$ cat src/rtl/wbu.sv
// Write-back unit: formats retiring results on entry, buffers them in a small FIFO, and drives the
// register-file write port plus a commit pulse for each popped entry.
module wbu #(
    parameter int unsigned XLEN    = 32,
    parameter int unsigned RADDR_W = 5,
    parameter int unsigned DEPTH   = 2
) (
    input  logic               clk_i,
    input  logic               rst_n_i,
    input  logic               in_valid_i,
    output logic               in_ready_o,
    input  logic [XLEN-1:0]    in_pc_i,
    input  logic [RADDR_W-1:0] in_rd_i,
    input  logic               in_rd_wen_i,
    input  logic               in_is_load_i,
    input  logic               in_load_signed_i,
    input  logic [7:0]         in_mask_i,
    input  logic [1:0]         in_addr_lo_i,
    input  logic [XLEN-1:0]    in_rdata_i,
    input  logic [XLEN-1:0]    in_alu_i,
    input  logic               stall_i,
    output logic               rf_wen_o,
    output logic [RADDR_W-1:0] rf_waddr_o,
    output logic [XLEN-1:0]    rf_wdata_o,
    output logic               commit_o,
    output logic [XLEN-1:0]    commit_pc_o,
    output logic               misalign_o
);
    localparam int unsigned AW = $clog2(DEPTH);
    localparam int unsigned PW = AW + 1;

    typedef struct packed {
        logic [XLEN-1:0]    pc;
        logic [RADDR_W-1:0] rd;
        logic               wen;
        logic               mis;
        logic [XLEN-1:0]    data;
    } entry_t;

    entry_t          mem_q [DEPTH];
    entry_t          in_entry;
    entry_t          head;
    logic [PW-1:0]   wr_ptr_q, wr_ptr_d, rd_ptr_q, rd_ptr_d;
    logic            full, empty, push, pop;
    logic [XLEN-1:0] shifted, ldata;
    logic            is_byte, is_half;

    logic               rf_wen_d, commit_d, misalign_d;
    logic [RADDR_W-1:0] rf_waddr_d;
    logic [XLEN-1:0]    rf_wdata_d, commit_pc_d;

    // Full when the wrap bits differ but the slot indices match.
    assign full       = (wr_ptr_q[AW] != rd_ptr_q[AW]) && (wr_ptr_q[AW-1:0] == rd_ptr_q[AW-1:0]);
    assign empty      = (wr_ptr_q == rd_ptr_q);
    assign in_ready_o = !full;
    assign push       = in_valid_i && !full;
    assign pop        = !empty && !stall_i;
    assign head       = mem_q[rd_ptr_q[AW-1:0]];

    always_comb begin
        shifted = in_rdata_i >> {in_addr_lo_i, 3'b000};
        is_byte = (in_mask_i == 8'h01);
        is_half = (in_mask_i == 8'h03);
        if (is_byte) begin
            ldata = {{(XLEN-8){in_load_signed_i & shifted[7]}}, shifted[7:0]};
        end else if (is_half) begin
            ldata = {{(XLEN-16){in_load_signed_i & shifted[15]}}, shifted[15:0]};
        end else begin
            ldata = shifted;
        end
        in_entry.pc   = in_pc_i;
        in_entry.rd   = in_rd_i;
        in_entry.wen  = in_rd_wen_i;
        in_entry.mis  = in_is_load_i &&
                        ((is_half && in_addr_lo_i == 2'd3) ||
                         (!is_byte && !is_half && in_addr_lo_i != 2'd0));
        in_entry.data = in_is_load_i ? ldata : in_alu_i;
    end

    always_comb begin
        wr_ptr_d = wr_ptr_q + PW'(push);
        rd_ptr_d = rd_ptr_q + PW'(pop);
    end

    always_ff @(posedge clk_i) begin
        if (push) begin
            mem_q[wr_ptr_q[AW-1:0]] <= in_entry;
        end
    end

    always_comb begin
        rf_wen_d    = 1'b0;
        commit_d    = 1'b0;
        misalign_d  = 1'b0;
        rf_waddr_d  = rf_waddr_o;
        rf_wdata_d  = rf_wdata_o;
        commit_pc_d = commit_pc_o;
        if (pop) begin
            rf_wen_d    = head.wen && (head.rd != '0) && !head.mis;
            commit_d    = 1'b1;
            misalign_d  = head.mis;
            rf_waddr_d  = head.rd;
            rf_wdata_d  = head.data;
            commit_pc_d = head.pc;
        end
    end

    always_ff @(posedge clk_i or negedge rst_n_i) begin
        if (!rst_n_i) begin
            wr_ptr_q    <= '0;
            rd_ptr_q    <= '0;
            rf_wen_o    <= 1'b0;
            commit_o    <= 1'b0;
            misalign_o  <= 1'b0;
            rf_waddr_o  <= '0;
            rf_wdata_o  <= '0;
            commit_pc_o <= '0;
        end else begin
            wr_ptr_q    <= wr_ptr_d;
            rd_ptr_q    <= rd_ptr_d;
            rf_wen_o    <= rf_wen_d;
            commit_o    <= commit_d;
            misalign_o  <= misalign_d;
            rf_waddr_o  <= rf_waddr_d;
            rf_wdata_o  <= rf_wdata_d;
            commit_pc_o <= commit_pc_d;
        end
    end
endmodule

$ cat config.mk
export PLATFORM = sky130hd
export DESIGN_NAME = wbu
export DESIGN_NICKNAME = d
export VERILOG_FILES = /design/src/rtl/wbu.sv
export SDC_FILE = /design/constraint.sdc
export NUM_CORES = 1
export LEC_CHECK = 0
export CAP_MARGIN = 10
export CORE_MARGIN = 8
export CORE_UTILIZATION = 41
export CTS_BUF_LIST = sky130_fd_sc_hd__clkbuf_16
export CTS_CLUSTER_DIAMETER = 80
export DETAILED_ROUTE_END_ITERATION = 10
export PLACE_DENSITY = 0.69
export SKIP_CTS_REPAIR_TIMING = 1
export SYNTH_ARGS = -nofsm -noshare
export SYNTH_HDL_FRONTEND = slang
export SYNTH_SLANG_ARGS = --single-unit
$ cat constraint.sdc
create_clock -name clk_i -period 2.85 [get_ports clk_i]
set_input_delay 0.855 -clock clk_i [delete_from_list [all_inputs] [get_ports clk_i]]
set_output_delay 0.855 -clock clk_i [all_outputs]
set_load 0.1 [all_outputs]
# After elaboration in Yosys (flattened, before gate mapping)
# Memories as Yosys holds them, arrays and structs flattened.
# Cells that the tools add are included.
# classes
n_bitwise,2
addsub,2
multipliers,0
n_reduce_logical,18
muxes,8
div_mod_pow,0
order_cmp,0
n_shift,1
eq_ne,6
# op_table
cell,count
two-way mux 32 bit,3
right shift 32 x 5 -> 32 bit,1
logical AND 1 bit,9
"equality test 8 x 1 -> 1 bit, second input constant",1
"equality test 8 x 2 -> 1 bit, second input constant",1
zero test 1 bit,6
two-way mux 1 bit,5
nonzero test 5 bit,1
adder 2 x 1 -> 2 bit,2
bitwise AND 1 bit,2
equality test 2 bit,1
"equality test 2 bit, second input constant",1
nonzero test 2 bit,1
equality test 1 bit,1
logical OR 1 bit,1
!= test 1 bit,1
# word_totals
ram_bits,142
latchBits,0
register_bits,76
output_inout_bits,73
rom_bits,0
in_bits,118
n_memories,1
# mem_list
memory,depth,word_bits,rd,rd_ports_with_merged_regs,write_ports,line,source
mem_q,2,71,1,0,1,40,entry_t mem_q [DEPTH];

# Logic depth before layout (Yosys ltp)
# logic_depth
depth_word,6
depth_mapped,7
depth_no_buf,5

# Least setup slack after synthesis
# No wires, ideal clock.
# synth_timing
kind,register -> register
start,register rd_ptr_q[0]
end,memory mem_q[1][0] (netlist bit) (enable)
path_stages_with_launch,6
arrival_time_ns,3.418
synth_period_minus_slack_ns,3.857
setup_slack_ns,-1.007
cell_sequence,dfrtp_1 -> buf_2 -> xnor2_1 -> nand2b_1 -> and2_1 -> ha_1
# synth_via
elab_chain_len,6
# synth_rtl
item,line,source
"start, declared",43,"logic [PW-1:0] wr_ptr_q, wr_ptr_d, rd_ptr_q, rd_ptr_d;"
"start signal, assigned",120,rd_ptr_q <= rd_ptr_d;
equality test 1 bit,53,assign full = (wr_ptr_q[AW] != rd_ptr_q[AW]) && (wr_ptr_q[AW-1:0] == rd_ptr_q[AW-1:0]);
logical AND 1 bit,53,
zero test 1 bit,--,
named net in_ready_o,11,"output logic in_ready_o,"
logical AND 1 bit,56,assign push = in_valid_i && !full;
two-way mux 1 bit,86,if (push) begin
two-way mux 1 bit (not written as such),87,mem_q[wr_ptr_q[AW-1:0]] <= in_entry;
"end, declared",40,
# The timed path passes the listed nets, and every way through them passes these cells.

==> results list <==
- Status: completed
- After legalization and detailed placement, the total HPWL measured 15.3 mm.
* Hold crit path type: in -> async
- Total vias in the final route: around 5800
- In this run the worst path has a maximum fanout of 18.
- CTS built an H-tree with a depth of 1.
* Core outline area: 0.0217 mm2
* Post-detailed-route wirelength per cell: 18.5 um
* Count of pins over their slew limit: 0
- Counting every instance in the synthesized netlist gives roughly 650.
* Leading register cell type out of synthesis: edfxtp_1
* Total global routing track utilization: roughly 16%
- The critical path is of the in -> reg type.
- Minimum clock period after layout: 2.63 ns
- Portion of netlist area occupied by mux cells: a little under an eighth
* Chain of cells forming the critical path: clkdlybuf4s50_1 > buf_4 > a211oi_1 > a22oi_1 > o22ai_1
- RSZ-0062 raised after global routing: no
* Portion of the clock cycle consumed by the worst path in the final layout: about 90%
- Final std cell area, no fill: between 0.01 and 0.015 mm2
- Diodes inserted: 0
- Cells fill between 50 and 60% of the core in the end.
- Clock-pin slew was measured on the worst setup and hold paths at 0.06 ns.
- ~190 I/O pins were placed.
- The largest total area in the synthesized netlist belongs to edfxtp_1.
* Clock root buffer: clkbuf_16
* Floorplan die width: approximately 160 um
- Sequential elements use between 60% and 70% of the synthesized area.
- In this run the mean area of a mapped cell was about 14 um2.
- Count of final setup violators: 0
* Clock buffer count from CTS: 22
- Global route total overflow: 0
- The final layout contains routed wiring with a total length of 21.2 mm.
- The detail route stage leaves a number of antenna-violating nets equal to 0.
- Flop and latch count out of synthesis: roughly 220
* Critical Path RT: between 3 and 4 ns
* Worst-skew pair later-pin latency: roughly 0.49 ns
* Syn Std Cell Area: between 0.008 and 0.009 mm2
* Post-synthesis share of cell area spent on and, or, nand and nor gates: under 10%
- Xor and xnor area share after synthesis: less than 1%
- TritonCTS built the clock tree.
- Number of global-route vias before repair: slightly above 6000
- The number of nets in the synthesized netlist is 769.
- Number of DRC violations after detailed routing: 0
- Instance area after placement: around 0.011 mm2
* Max incr delay on CP: between 0.9 and 1 ns
- Routability Congestion: around 0.93
- Arrival time of the worst setup path: just under 3 ns
- Share of synthesized registers carrying an async set or reset: between 30% and 40%
- Area share of the largest cell type after synthesis: about 47%
- Measured against its own limit, the worst slew margin works out to between 15 and 20%.
- Count of unique library cells instantiated by Yosys: 37
* Arithmetic-cell share of the synthesized area counting full adders, half adders and majority gates: less than 1%
- Number of sinks driven by the clock tree: 218
- The initial utilization of the core area, before any placement, comes to 41.5%.
- Input and output buffers added on the ports amount to 190.
- Cell class contributing the biggest share of worst-path delay: compound AO/OA/AOI/OAI gates
- At the end of the flow, the number of nets in the layout was about 970.
- Clock skew on the completed layout was measured at 0.00717 ns.
* Number of buffers and inverters on the critical path: 2
- For the pin with the worst max-slew slack, the measured transition is between 1 and 1.5 ns.
- Initial antenna violation count: 0
* Maximum number of pins on one net before global-route repair: 60
- Area grow syn2layout: 33.0%
- Leaving out fill and tap cells, the most frequent cells in the layout are edfxtp_1, clkdlybuf4s50_1, nor2_1, buf_4, mux2i_1.
* Max-Cap Viols: 0
- The final hold violation count is 0.
* Iteration-0 DRC Markers: 399
- Sort of element at the end of the critical path: register
- The first global-routing pass estimated between 30 and 40 mm of wire.
- Counting along the longest clock path gives a buffer depth of 3.
- Area fraction in compound gates after synthesis: between 10% and 20%
- Yosys Warn Count: 0
- After synthesis, the cell types taking the most area are edfxtp_1, dfrtp_1, mux2i_1.
- Leaving out fill and tap cells, the most frequent cell in the layout is edfxtp_1.
- The largest individual stage delay along the critical path comes from the cell a211oi_1.
- The post-route netlist has slightly below 20% of its cells at a drive strength greater than 1.
- Die Y: 164 um
- The worst setup path is launched from an input port.
- Combinational family with the most area after synthesis: multiplexers
* Row cnt: between 50 and 60
- Number of iterations in the first detailed-routing pass: 4
* Floorplan die area: ~0.027 mm2
- Derived from the worst setup path, the maximum achievable clock frequency is roughly 0.38 GHz.
* Routed via count divided by cell count: approximately 5.1
- Counting flops with a built-in enable in the synthesized netlist gives ~140.
## through the flow
stage	cells	hold WS [ns]	setup TNS [ns]	worst slack [ns]
5_1_grt	1144	0.330	0	0.0986
6_report	1144	0.314	0	0.218
4_1_cts	1144	0.309	0	0.265
3_5_place_dp	1104	0.476	-4.03	-0.251
2_1_floorplan	648	0.462	-34.11	-0.247
3_3_place_gp	1104	0.475	-3.59	-0.184
## per-layer routing
| metal | part of all wire [%] | vias up | GRT usage, % |
|---|---|---|---|
| met5 | 0 | - | 0 |
| met4 | 3.5 | 0 | 6.49 |
| met3 | 7.5 | 43 | 3.68 |
| met2 | 47 | 201 | 25.6 |
| met1 | 42 | 2761 | 20.3 |
| li1 | - | 2807 | - |
## final cells by class
cell class | count | area (um2)
clock buffers | 23 | 576
clock inverters | 17 | 123
fillers | 1796 | 9730
inverters | 4 | 15.0
multi-input cells | 384 | 2630
flip-flops and latches | 218 | 6170
well taps | 280 | 350
repair buffers | 218 | 2090
## flip-flops by register name, summed over array words and instances, names as in the netlist
signal       count
rd_ptr_q         2
mem_q          142
rf_wdata_o      32
rf_wen_o         1
commit_o         1
commit_pc_o     32
rf_waddr_o       5
misalign_o       1
wr_ptr_q         2
## worst paths after layout
path / from / end / slack [ns] / cells past startpoint
max in group asynchronous: rst_n_i / commit_pc_o[25]$_DFFE_PN0P_ / 1.90 / 2
min reg2reg: wr_ptr_q[1]$_DFF_PN0_ / wr_ptr_q[1]$_DFF_PN0_ / 0.49 / 1
max: in_addr_lo_i[0] / mem_q[1][31]$_DFFE_PP_ / 0.22 / 5
min in group clk_i: wr_ptr_q[1]$_DFF_PN0_ / wr_ptr_q[1]$_DFF_PN0_ / 0.49 / 1
min: rst_n_i / commit_pc_o[7]$_DFFE_PN0P_ / 0.31 / 1
max reg2reg: rd_ptr_q[1]$_DFF_PN0_ / mem_q[1][37]$_DFFE_PP_ / 0.86 / 5
## cells by family after synthesis
| logic type | count (synthesis) |
|---|---|
| AOI/OAI and AO/OA | 149 |
| and+or+nand+nor | 126 |
| xor gates and xnor gates | 4 |
| DFF | 218 |
| buffers and inverters | 46 |
| muxes | 102 |
| adders and majority gates | 3 |
## worst register-to-register path, stage by stage (launching register included)
cell      delay (ns)
dfrtp_1         0.40
xnor2_1         0.29
nand2b_1        0.21
and2_1          0.27
ha_4            0.21
buf_12          0.24
## Yosys cell counts (all sizes together) (2+ instances only)
master and n:
or4 2, a21boi 2, nor2 96, ha 3, and2 2, a22oi 16
xnor2 2, mux2 16, o21ai 25, xor2 2, nor2b 2, edfxtp 142
clkbuf 16, a21oi 79, buf 26, o22ai 17, mux2i 85, dfrtp 76
inv 4, nand2 18, o2bb2ai 7
Power is left out: the tool's default activity adds up to more than one toggle a clock period on the data nets, which glitch-free logic cannot reach.
